===== config.mk =====
export PLATFORM = sky130hd
export DESIGN_NAME = decode_issue
export DESIGN_NICKNAME = d
export VERILOG_FILES = /design/src/rtl/cpu_pkg.sv /design/src/rtl/reg_file.sv /design/src/rtl/decode_issue.sv
export SDC_FILE = /design/constraint.sdc
export NUM_CORES = 1
export LEC_CHECK = 0
export ABC_AREA = 1
export CAP_MARGIN = 20
export CORE_MARGIN = 2
export CORE_UTILIZATION = 40
export DETAILED_ROUTE_END_ITERATION = 10
export PLACE_DENSITY_LB_ADDON = 0.3
export SLEW_MARGIN = 10
export SYNTH_ARGS = -nofsm -noshare
export SYNTH_HDL_FRONTEND = slang
export SYNTH_SLANG_ARGS = --single-unit

===== constraint.sdc =====
create_clock -name clk -period 2.37 [get_ports clk]
set_input_delay 0.474 -clock clk [delete_from_list [all_inputs] [get_ports clk]]
set_output_delay 0.474 -clock clk [all_outputs]
set_load 0.005 [all_outputs]

===== src/rtl/cpu_pkg.sv =====
`default_nettype none
// ============================================================================
// Module      : cpu_pkg
// Description : Shared constants for the decode/issue slice: opcode encodings,
//               instruction field bit positions and datapath width defaults.
// Revision    : 1.0 - initial release
// ============================================================================
package cpu_pkg;

    localparam int DEF_WIDTH    = 8;
    localparam int DEF_OP_WIDTH = 4;
    localparam int DEF_NREG     = 8;

    localparam logic [3:0] OPC_NOP   = 4'h0;
    localparam logic [3:0] ALU_ADD   = 4'h1;
    localparam logic [3:0] ALU_SUB   = 4'h2;
    localparam logic [3:0] ALU_OR    = 4'h3;
    localparam logic [3:0] ALU_AND   = 4'h4;
    localparam logic [3:0] ALU_XOR   = 4'h5;
    localparam logic [3:0] ALU_NOT   = 4'h6;
    localparam logic [3:0] ALU_GT    = 4'h7;
    localparam logic [3:0] ALU_EQ    = 4'h8;
    localparam logic [3:0] OPC_LOADI = 4'h9;

    localparam int OPC_MSB = 15;
    localparam int OPC_LSB = 12;
    localparam int RD_MSB  = 11;
    localparam int RD_LSB  = 9;
    localparam int RS1_MSB = 8;
    localparam int RS1_LSB = 6;
    localparam int RS2_MSB = 5;
    localparam int RS2_LSB = 3;
    localparam int IMM_MSB = 7;
    localparam int IMM_LSB = 0;

endpackage
`default_nettype wire


===== src/rtl/reg_file.sv =====
`default_nettype none
// ============================================================================
// Module      : reg_file
// Description : NREG x WIDTH register file, r0 hardwired to zero.
//               Two combinational read ports that forward a same-cycle write,
//               one synchronous write port, async active-low clear.
// Ports       : clk, rst_n          clock / async active-low reset
//               we_i, waddr_i,       write port
//               wdata_i
//               raddr1_i, rdata1_o   read port 1
//               raddr2_i, rdata2_o   read port 2
// Revision    : 1.0 - initial release
// ============================================================================
module reg_file
    import cpu_pkg::*;
#(
    parameter int WIDTH = DEF_WIDTH,
    parameter int NREG  = DEF_NREG,
    parameter int AW    = $clog2(NREG)
) (
    input  logic             clk,
    input  logic             rst_n,
    input  logic             we_i,
    input  logic [AW-1:0]    waddr_i,
    input  logic [WIDTH-1:0] wdata_i,
    input  logic [AW-1:0]    raddr1_i,
    input  logic [AW-1:0]    raddr2_i,
    output logic [WIDTH-1:0] rdata1_o,
    output logic [WIDTH-1:0] rdata2_o
);

    logic [WIDTH-1:0] mem_q [NREG];

    // r0 is never written, so it keeps its reset value of zero.
    always_ff @(posedge clk or negedge rst_n) begin
        if (!rst_n) begin
            for (int i = 0; i < NREG; i++) begin
                mem_q[i] <= '0;
            end
        end else if (we_i && (waddr_i != '0)) begin
            mem_q[waddr_i] <= wdata_i;
        end
    end

    always_comb begin
        rdata1_o = mem_q[raddr1_i];
        if (raddr1_i == '0) begin
            rdata1_o = '0;
        end else if (we_i && (waddr_i == raddr1_i)) begin
            rdata1_o = wdata_i;
        end
    end

    always_comb begin
        rdata2_o = mem_q[raddr2_i];
        if (raddr2_i == '0) begin
            rdata2_o = '0;
        end else if (we_i && (waddr_i == raddr2_i)) begin
            rdata2_o = wdata_i;
        end
    end

endmodule
`default_nettype wire


===== src/rtl/decode_issue.sv =====
`default_nettype none
// ============================================================================
// Module      : decode_issue
// Description : Decode/issue stage in front of the ALU. Decodes 16-bit words,
//               reads operands (with writeback bypass), tracks outstanding
//               destinations in a scoreboard and stalls on RAW/WAW hazards.
// Ports       : clk, rst_n                      clock / async active-low reset
//               in_valid, in_instr, in_ready     instruction handshake
//               ex_valid, ex_ready               ID/EX handshake
//               ex_alu_op, ex_op1, ex_op2, ex_rd ID/EX payload
//               wb_valid, wb_rd, wb_data         ALU result writeback
//               err_illegal                      illegal opcode pulse
// Revision    : 1.0 - initial release
// ============================================================================
module decode_issue
    import cpu_pkg::*;
#(
    parameter int WIDTH    = DEF_WIDTH,
    parameter int OP_WIDTH = DEF_OP_WIDTH,
    parameter int NREG     = DEF_NREG
) (
    input  logic                clk,
    input  logic                rst_n,
    input  logic                in_valid,
    input  logic [15:0]         in_instr,
    output logic                in_ready,
    output logic                ex_valid,
    input  logic                ex_ready,
    output logic [OP_WIDTH-1:0] ex_alu_op,
    output logic [WIDTH-1:0]    ex_op1,
    output logic [WIDTH-1:0]    ex_op2,
    output logic [2:0]          ex_rd,
    input  logic                wb_valid,
    input  logic [2:0]          wb_rd,
    input  logic [WIDTH-1:0]    wb_data,
    output logic                err_illegal
);

    // ---------------------------------------------------------------- decode
    logic [3:0] w_opc;
    logic [2:0] w_rd, w_rs1, w_rs2;
    logic [7:0] w_imm;
    logic       w_is_alu, w_is_loadi, w_illegal;
    logic       w_use_rs1, w_use_rs2, w_writes;

    assign w_opc = in_instr[OPC_MSB:OPC_LSB];
    assign w_rd  = in_instr[RD_MSB:RD_LSB];
    assign w_rs1 = in_instr[RS1_MSB:RS1_LSB];
    assign w_rs2 = in_instr[RS2_MSB:RS2_LSB];
    assign w_imm = in_instr[IMM_MSB:IMM_LSB];

    assign w_is_alu   = (w_opc >= ALU_ADD) && (w_opc <= ALU_EQ);
    assign w_is_loadi = (w_opc == OPC_LOADI);
    assign w_illegal  = (w_opc > OPC_LOADI);
    assign w_use_rs1  = w_is_alu;
    assign w_use_rs2  = w_is_alu && (w_opc != ALU_NOT);
    assign w_writes   = w_is_alu || w_is_loadi;

    // ------------------------------------------------------------ scoreboard
    logic [NREG-1:0] pend_q, pend_d;
    logic [NREG-1:0] w_busy;
    logic            w_hazard;

    // A register whose result is arriving this cycle is already resolved.
    always_comb begin
        w_busy = pend_q;
        if (wb_valid) begin
            w_busy[wb_rd] = 1'b0;
        end
    end

    assign w_hazard = (w_use_rs1 && w_busy[w_rs1]) ||
                      (w_use_rs2 && w_busy[w_rs2]) ||
                      (w_writes  && w_busy[w_rd]);

    logic w_accept, w_issue;

    assign in_ready = (!ex_valid || ex_ready) && !w_hazard;
    assign w_accept = in_valid && in_ready;
    assign w_issue  = w_accept && w_writes;

    // Issue is applied after writeback so a same-register set wins.
    always_comb begin
        pend_d = pend_q;
        if (wb_valid) begin
            pend_d[wb_rd] = 1'b0;
        end
        if (w_issue) begin
            pend_d[w_rd] = 1'b1;
        end
        pend_d[0] = 1'b0;
    end

    // --------------------------------------------------------- register file
    logic [WIDTH-1:0] w_rdata1, w_rdata2;

    reg_file #(
        .WIDTH (WIDTH),
        .NREG  (NREG),
        .AW    (3)
    ) u_reg_file (
        .clk      (clk),
        .rst_n    (rst_n),
        .we_i     (wb_valid),
        .waddr_i  (wb_rd),
        .wdata_i  (wb_data),
        .raddr1_i (w_rs1),
        .raddr2_i (w_rs2),
        .rdata1_o (w_rdata1),
        .rdata2_o (w_rdata2)
    );

    // ------------------------------------------------------------ ID/EX reg
    logic                ex_valid_q, ex_valid_d;
    logic [OP_WIDTH-1:0] ex_alu_op_q, ex_alu_op_d;
    logic [WIDTH-1:0]    ex_op1_q, ex_op1_d;
    logic [WIDTH-1:0]    ex_op2_q, ex_op2_d;
    logic [2:0]          ex_rd_q, ex_rd_d;
    logic                err_q, err_d;

    always_comb begin
        ex_valid_d  = ex_valid_q;
        ex_alu_op_d = ex_alu_op_q;
        ex_op1_d    = ex_op1_q;
        ex_op2_d    = ex_op2_q;
        ex_rd_d     = ex_rd_q;
        if (w_issue) begin
            ex_valid_d = 1'b1;
            ex_rd_d    = w_rd;
            if (w_is_loadi) begin
                ex_alu_op_d = OP_WIDTH'(ALU_ADD);
                ex_op1_d    = WIDTH'(w_imm);
                ex_op2_d    = '0;
            end else begin
                ex_alu_op_d = OP_WIDTH'(w_opc);
                ex_op1_d    = w_rdata1;
                ex_op2_d    = w_rdata2;
            end
        end else if (ex_ready) begin
            ex_valid_d = 1'b0;
        end
        err_d = w_accept && w_illegal;
    end

    always_ff @(posedge clk or negedge rst_n) begin
        if (!rst_n) begin
            ex_valid_q  <= 1'b0;
            ex_alu_op_q <= '0;
            ex_op1_q    <= '0;
            ex_op2_q    <= '0;
            ex_rd_q     <= '0;
            err_q       <= 1'b0;
            pend_q      <= '0;
        end else begin
            ex_valid_q  <= ex_valid_d;
            ex_alu_op_q <= ex_alu_op_d;
            ex_op1_q    <= ex_op1_d;
            ex_op2_q    <= ex_op2_d;
            ex_rd_q     <= ex_rd_d;
            err_q       <= err_d;
            pend_q      <= pend_d;
        end
    end

    assign ex_valid    = ex_valid_q;
    assign ex_alu_op   = ex_alu_op_q;
    assign ex_op1      = ex_op1_q;
    assign ex_op2      = ex_op2_q;
    assign ex_rd       = ex_rd_q;
    assign err_illegal = err_q;

endmodule
`default_nettype wire


== Yosys cells after proc, flatten, opt, wreduce, memory -nomap -nowiden ==
Cells that the tools add are included.
Word-level totals
  bits in registers: 96
  input bits: 32
  logic and storage cells: 93
Operators by class
  magnitude comparators: 13
  equal/unequal tests: 4
  muxes and demuxes: 30
  bitwise logic cells: 6
  reductions and logical operators: 25
Operators with widths (count)
  8-bit 2-to-1 mux: 13
  64-bit bitwise mux: 1
  8-bit binary-select mux with 3-bit select: 2
  8-bit demux with 3-bit select: 1
  3-bit by 4-bit < comparator with 1-bit output, second input constant: 4
  1-bit logical AND: 15
  4-bit greater-or-equal comparator, second input constant: 3
  3-bit inverter with 4-bit output: 3
  1-bit binary-select mux with 3-bit select: 3
  8-bit bitwise AND: 1
  8-bit inverter: 1
  8-bit bitwise OR: 1
  1-bit 2-to-1 mux: 7
  1-bit demux with 3-bit select: 2
  3-bit == test: 2
  3-bit by 1-bit greater-or-equal comparator with 1-bit output, second input constant: 2
  3-bit logical NOT: 2
  4-bit == test, second input constant: 1
  4-bit by 1-bit greater-or-equal comparator with 1-bit output, second input constant: 1
  4-bit > comparator, second input constant: 1
  4-bit <= comparator, second input constant: 1
  1-bit logical OR: 4
  4-bit by 1-bit < comparator with 1-bit output, second input constant: 1
  4-bit 2-to-1 mux: 1
  other kinds (4): 5

== Logic depth before layout (Yosys ltp) ==
  depth after elaboration: 17
  mapped depth: 15
  gate-level depth less buffers: 13

== By module ==
From an unflattened synthesis, not the netlist that was laid out.
Second synthesis, totals
  cell total of the unflattened synthesis: 882
  area total of the unflattened synthesis: 5974.5 µm²
Modules (own cells, without submodules)
  reg_file: instances 1, cells each 584, area an instance 3887.5 µm², seq. area each 1601.5 µm²
  decode_issue: instances 1, cells each 298, area an instance 2087.0 µm², seq. area each 800.8 µm²

== Least setup slack after synthesis ==
Ideal clock, no wire load.
  path type: input -> output
  start: input wb_rd[1]
  end: output in_ready
  arrival time: 1623 ps
  setup slack: 273 ps
  cell stages on the path: 12
  buffers on the path: 2
  cells stage by stage: buf_4 -> inv_1 -> nor2_2 -> nand2_2 -> nand2_1 -> nand2_1 -> nand3_1 -> nor2_1 -> nand2_1 -> o21ai_1 -> nor2_4 -> buf_6
Between the ends
  word-level cells in the longest chain between the ends: 14
  elaborated cells on any way between the ends: 21
  classes of those cells: order compare: 2; mux: 9; bitwise: 2; reduce/logical: 8
Ends and longest elaborated chain
  start: declaration: RTL line decode_issue.sv:34  | input logic [2:0] wb_rd,
  3-bit by 4-bit < comparator with 1-bit output (implied by the code) / 3-bit by 1-bit greater-or-equal comparator with 1-bit output (equally long branches): RTL line decode_issue.sv:68  | w_busy[wb_rd] = 1'b0;
  1-bit logical AND (implied by the code): RTL line decode_issue.sv:68
  1-bit 2-to-1 mux (implied by the code): RTL line decode_issue.sv:68
  1-bit demux with 3-bit select *: RTL line decode_issue.sv:68
  8-bit inverter (no source line) *
  8-bit bitwise AND (no source line) *
  8-bit 2-to-1 mux *: RTL line decode_issue.sv:67  | if (wb_valid) begin
  1-bit binary-select mux with 3-bit select (on tied branches): RTL line decode_issue.sv:72, decode_issue.sv:73
  1-bit 2-to-1 mux (on tied branches): RTL line decode_issue.sv:72, decode_issue.sv:73
  1-bit logical AND (on tied branches): RTL line decode_issue.sv:72, decode_issue.sv:73
  1-bit logical OR: RTL line decode_issue.sv:72  | assign w_hazard = (w_use_rs1 && w_busy[w_rs1]) ||
  1-bit logical OR *: RTL line decode_issue.sv:73  | (w_use_rs2 && w_busy[w_rs2]) ||
  1-bit logical NOT *: RTL line decode_issue.sv:78  | assign in_ready = (!ex_valid || ex_ready) && !w_hazard;
  1-bit logical AND *: RTL line decode_issue.sv:78
  end: declaration: RTL line decode_issue.sv:26  | output logic in_ready,
Mark *: on every way between the ends. The rest lies on a longest branch, timed or not. The select of a mux whose other input is x is not followed.

== Worst setup path after layout ==
  start: input wb_rd[0]
  end: output in_ready
Same word-level chain as after synthesis.

==> results <==
- The synthesized flop and latch total is 96.
- The fraction of final layout cells with drive strength greater than 1 is 0.1538.
- The initial antenna violation count is 1.
- The first global-routing pass estimated 28470 microns of wire.
- The library cell used most frequently in the layout, excluding fill and tap cells, is sky130_fd_sc_hd__nand2_1.
- The overall die area is 14750 sq um.
- The share of total power dissipated in combinational logic is 0.281.
- In the global route stage, overall resource usage came out at 0.2511.
- Synthesis produced 764 cells.
- The clock passes through at most 2 buffers.
- The first-pass detailed-route iteration total is 5.
- Summed over all layers, the global routing overflow is 0.
- Clock-pin slew was measured on the worst setup and hold paths at 0.07 ns.
- The number of global-route vias before repair is 5258.
- Leaving out fill and tap cells, the most frequent cells in the layout are sky130_fd_sc_hd__nand2_1, sky130_fd_sc_hd__o21ai_0, sky130_fd_sc_hd__dfrtp_1.
- Of all nets on the critical path, the largest fanout is 5.
- The min-delay analysis places its worst path in the category primary input to async pin.
- The final standard cell count with taps included and fillers excluded is 1042.
- The type of element capturing the critical path is an output pin.
- Setup repair after global routing left no endpoint under its margin.
- The number of setup violations in the final report is 0.
- Hold timing on the final database bottoms out at a slack of 0.04266 ns.
- The max-slew headroom at the worst pin is 0.7313.
- The final-report hold violation count is 0.
- The number of design rule violations left after detail routing is 0.
- The synthesized netlist net count is 796.
- The number of max-cap violations is 0.
- The critical path start-end classification is primary input to output pin.
- The routed design could run at a clock period as short as 2.287 ns.
- The later pin in the worst-skew pair is clocked with a latency of 0.35 ns.
- The transition time at the pin with the least slew margin is 0.4031 ns.
- The highest ir drop seen on vdd is 0.3589 mV.
- The routability congestion estimate is 0.9158.
- For this design, the sink count on the clock tree is 96.
- After detailed routing, the total wire length is 17750 microns.
- After floorplanning, the core was divided into 42 placement rows.
- Data on the critical path arrives at its endpoint at 1.81 ns.
- The clock tree root driver cell is sky130_fd_sc_hd__clkbuf_16.
- For the final database, setup skew stands at 0.006635 ns.
- The part of the power in registers is 0.425.
- Once layout is complete, the utilization of the core stands at 0.5276.
- The overall power of the completed layout is 0.005207 W.
- For this run, the register share of the synthesized area comes to 0.4354.
- The leakage power total is 3.408 nW.
- The fraction of power spent switching nets is 0.3204.
- For this configuration, the core starts out at a cell density of 0.4134.
- During I/O placement, the number of pins put on the boundary was 58.
- For this run, the leading register cell type out of synthesis is sky130_fd_sc_hd__dfrtp_1.
- The synthesized area divided by synthesized cell count is 7.222 sq um.
- Dividing the detail-routed via count by the number of cells gives 5.439.
- CTS built an H-tree with a depth of 3.
- The analysis attributes to net switching a power of 0.001668 W.
- Dividing the detail-routed wire length by the instance count gives 17.04 microns.
- Counting flops with a built-in enable in the synthesized netlist gives 0.
- The Yosys step of the flow raised 0 warnings.
- The post-place setup slack is -0.6207 ns.
- The die is 121.5 microns tall.
- The final route contains 5667 vias.
- Based on the critical path, the design can be clocked at up to 0.4373 GHz.
- In this run the power density over the cells is 739.4 nW/um^2.
- The total area inside the core boundary comes to 13350 sq um.
- The net total in the final layout is 892.
- For this block, the initial DRC count from the detailed router was 576.
- The area growth from synthesis to layout is 27.62%.
- After layout, the worst setup slack is 0.08340 ns.
- Entering global routing, the biggest net connects 52 pins.
- The flow ran to the end, and the final reports show no timing, DRC or antenna violations.
- The count of final max-slew check failures came to 0.
- The clock network fraction of design power is 0.295.
- The total half-perimeter wirelength after legalization and detailed placement is 12330 microns.
- Internal power comes to 0.003538 W.
- The die width is 121.5 microns.
- Counting flops with an async set or reset pin after synthesis yields a share of 1.000.
- The total CTS buffers is 9.
- The clock tree from TritonCTS is yes.
- In the finished design, the share of the clock period the worst path needs comes to 0.9648.
- The startpoint class of the critical path is a primary input.
- The cell count after placement is 1023.
- In this run the cell area of the synthesized design comes to 5518 sq um.
- During placement, the flow inserted port buffers numbering 57.
- The number of distinct library cells after synthesis is 31.
- Once detail routing completed, the nets flagged for antenna violations numbered 0.
- At the worst endpoint, the required time is 1.90 ns.
## cell families after synthesis
group | after synthesis | synth area share
DFF | 96 | 0.4354
AOI/OAI and AO/OA | 201 | 0.1934
buffers and inverters | 115 | 0.08775
and+or+nand+nor | 352 | 0.2834
## registers in the layout, summed over array words and instances (netlist names)
register and flops:
ex_alu_op 4, u_reg_file.mem_q 64, pend_q 7, err_illegal 1, ex_valid 1, ex_rd 3
ex_op2 8, ex_op1 8
## power by group through the flow
stage          Combinational [W]  Clock [W]  Sequential (W)
6_report                 0.00146    0.00153         0.00221
5_1_grt                  0.00165    0.00162         0.00225
4_1_cts                  0.00146    0.00155         0.00220
3_5_place_dp             0.00145          0         0.00223
3_3_place_gp             0.00143          0         0.00222
2_1_floorplan           0.000777          0         0.00219
## final cells by class
type                            count  area, sq um
Fill cell                        1354         6306
Clock buffer                       12        256.5
Tap cell                          176        220.2
Timing Repair Buffer              137         1197
Clock inverter                      4        52.55
Sequential cell                    96         2402
Inverter                           63        240.2
Multi-Input combinational cell    553         2670
Antenna cell                        1        2.502
## metrics by stage
step                      setup TNS (ns)  instance area (sq um)
after CTS                              0                   7041
after floorplan                        0                   5518
final                                  0                   7042
after global routing                   0                   7042
after detailed placement          -9.313                   6681
after global placement            -8.875                   6681
## cells in the mapped netlist, types with 4 or more instances
master	number	share of area
sky130_fd_sc_hd__nand4_1	33	0.037
sky130_fd_sc_hd__buf_2	6	0.0054
sky130_fd_sc_hd__nor2_1	39	0.027
sky130_fd_sc_hd__o21ai_0	112	0.10
sky130_fd_sc_hd__nand2_1	199	0.14
sky130_fd_sc_hd__a31oi_1	4	0.0045
sky130_fd_sc_hd__buf_1	4	0.0027
sky130_fd_sc_hd__o211ai_1	12	0.016
sky130_fd_sc_hd__inv_1	58	0.039
sky130_fd_sc_hd__clkbuf_1	35	0.024
sky130_fd_sc_hd__a21oi_1	60	0.054
sky130_fd_sc_hd__dfrtp_1	96	0.44
sky130_fd_sc_hd__nand3_1	61	0.055
sky130_fd_sc_hd__buf_6	5	0.010
sky130_fd_sc_hd__nand2_2	9	0.010
## layer usage
layer,global-route usage,up-vias,share of wire
met5,0,-,0
met4,0.08693,0,0.024
met3,0.04981,34,0.079
met2,0.3831,241,0.45
met1,0.3562,2643,0.44
li1,-,2749,-
## what timing repair did
item	CTS	global route
gates resized for setup	35	2
buffers inserted	2	0
pin swaps	8	1
hold buffers	0	0
setup endpoints to repair	1	3
gates cloned	0	0
## path summary, 6_finish.rpt
check | startpoint | end | slack [ns] | cells past startpoint
setup / recovery | wb_rd[0] | in_ready | 0.08 | 12
hold / removal | rst_n | u_reg_file.mem_q[11] | 0.04 | 1
setup reg to reg | pend_q[3] | ex_op2[4] | 0.69 | 9
hold reg to reg | u_reg_file.mem_q[57] | u_reg_file.mem_q[57] | 0.38 | 0
max in group asynchronous | rst_n | u_reg_file.mem_q[33] | 1.68 | 2
min in group clk | u_reg_file.mem_q[57] | u_reg_file.mem_q[57] | 0.38 | 0
## worst max-delay path: stages
cell and delay, ns:
sky130_fd_sc_hd__dlygate4sd2_1 0.32, sky130_fd_sc_hd__nand2_2 0.10, sky130_fd_sc_hd__inv_4 0.13, sky130_fd_sc_hd__nand2_2 0.10, sky130_fd_sc_hd__nand3_1 0.11, sky130_fd_sc_hd__nand3_1 0.09, sky130_fd_sc_hd__nand2_1 0.07, sky130_fd_sc_hd__nand2_1 0.05
sky130_fd_sc_hd__nand3_1 0.09, sky130_fd_sc_hd__nand2_2 0.08, sky130_fd_sc_hd__nor2_4 0.09, sky130_fd_sc_hd__clkbuf_2 0.12
Power figures use the tool's default switching activity.
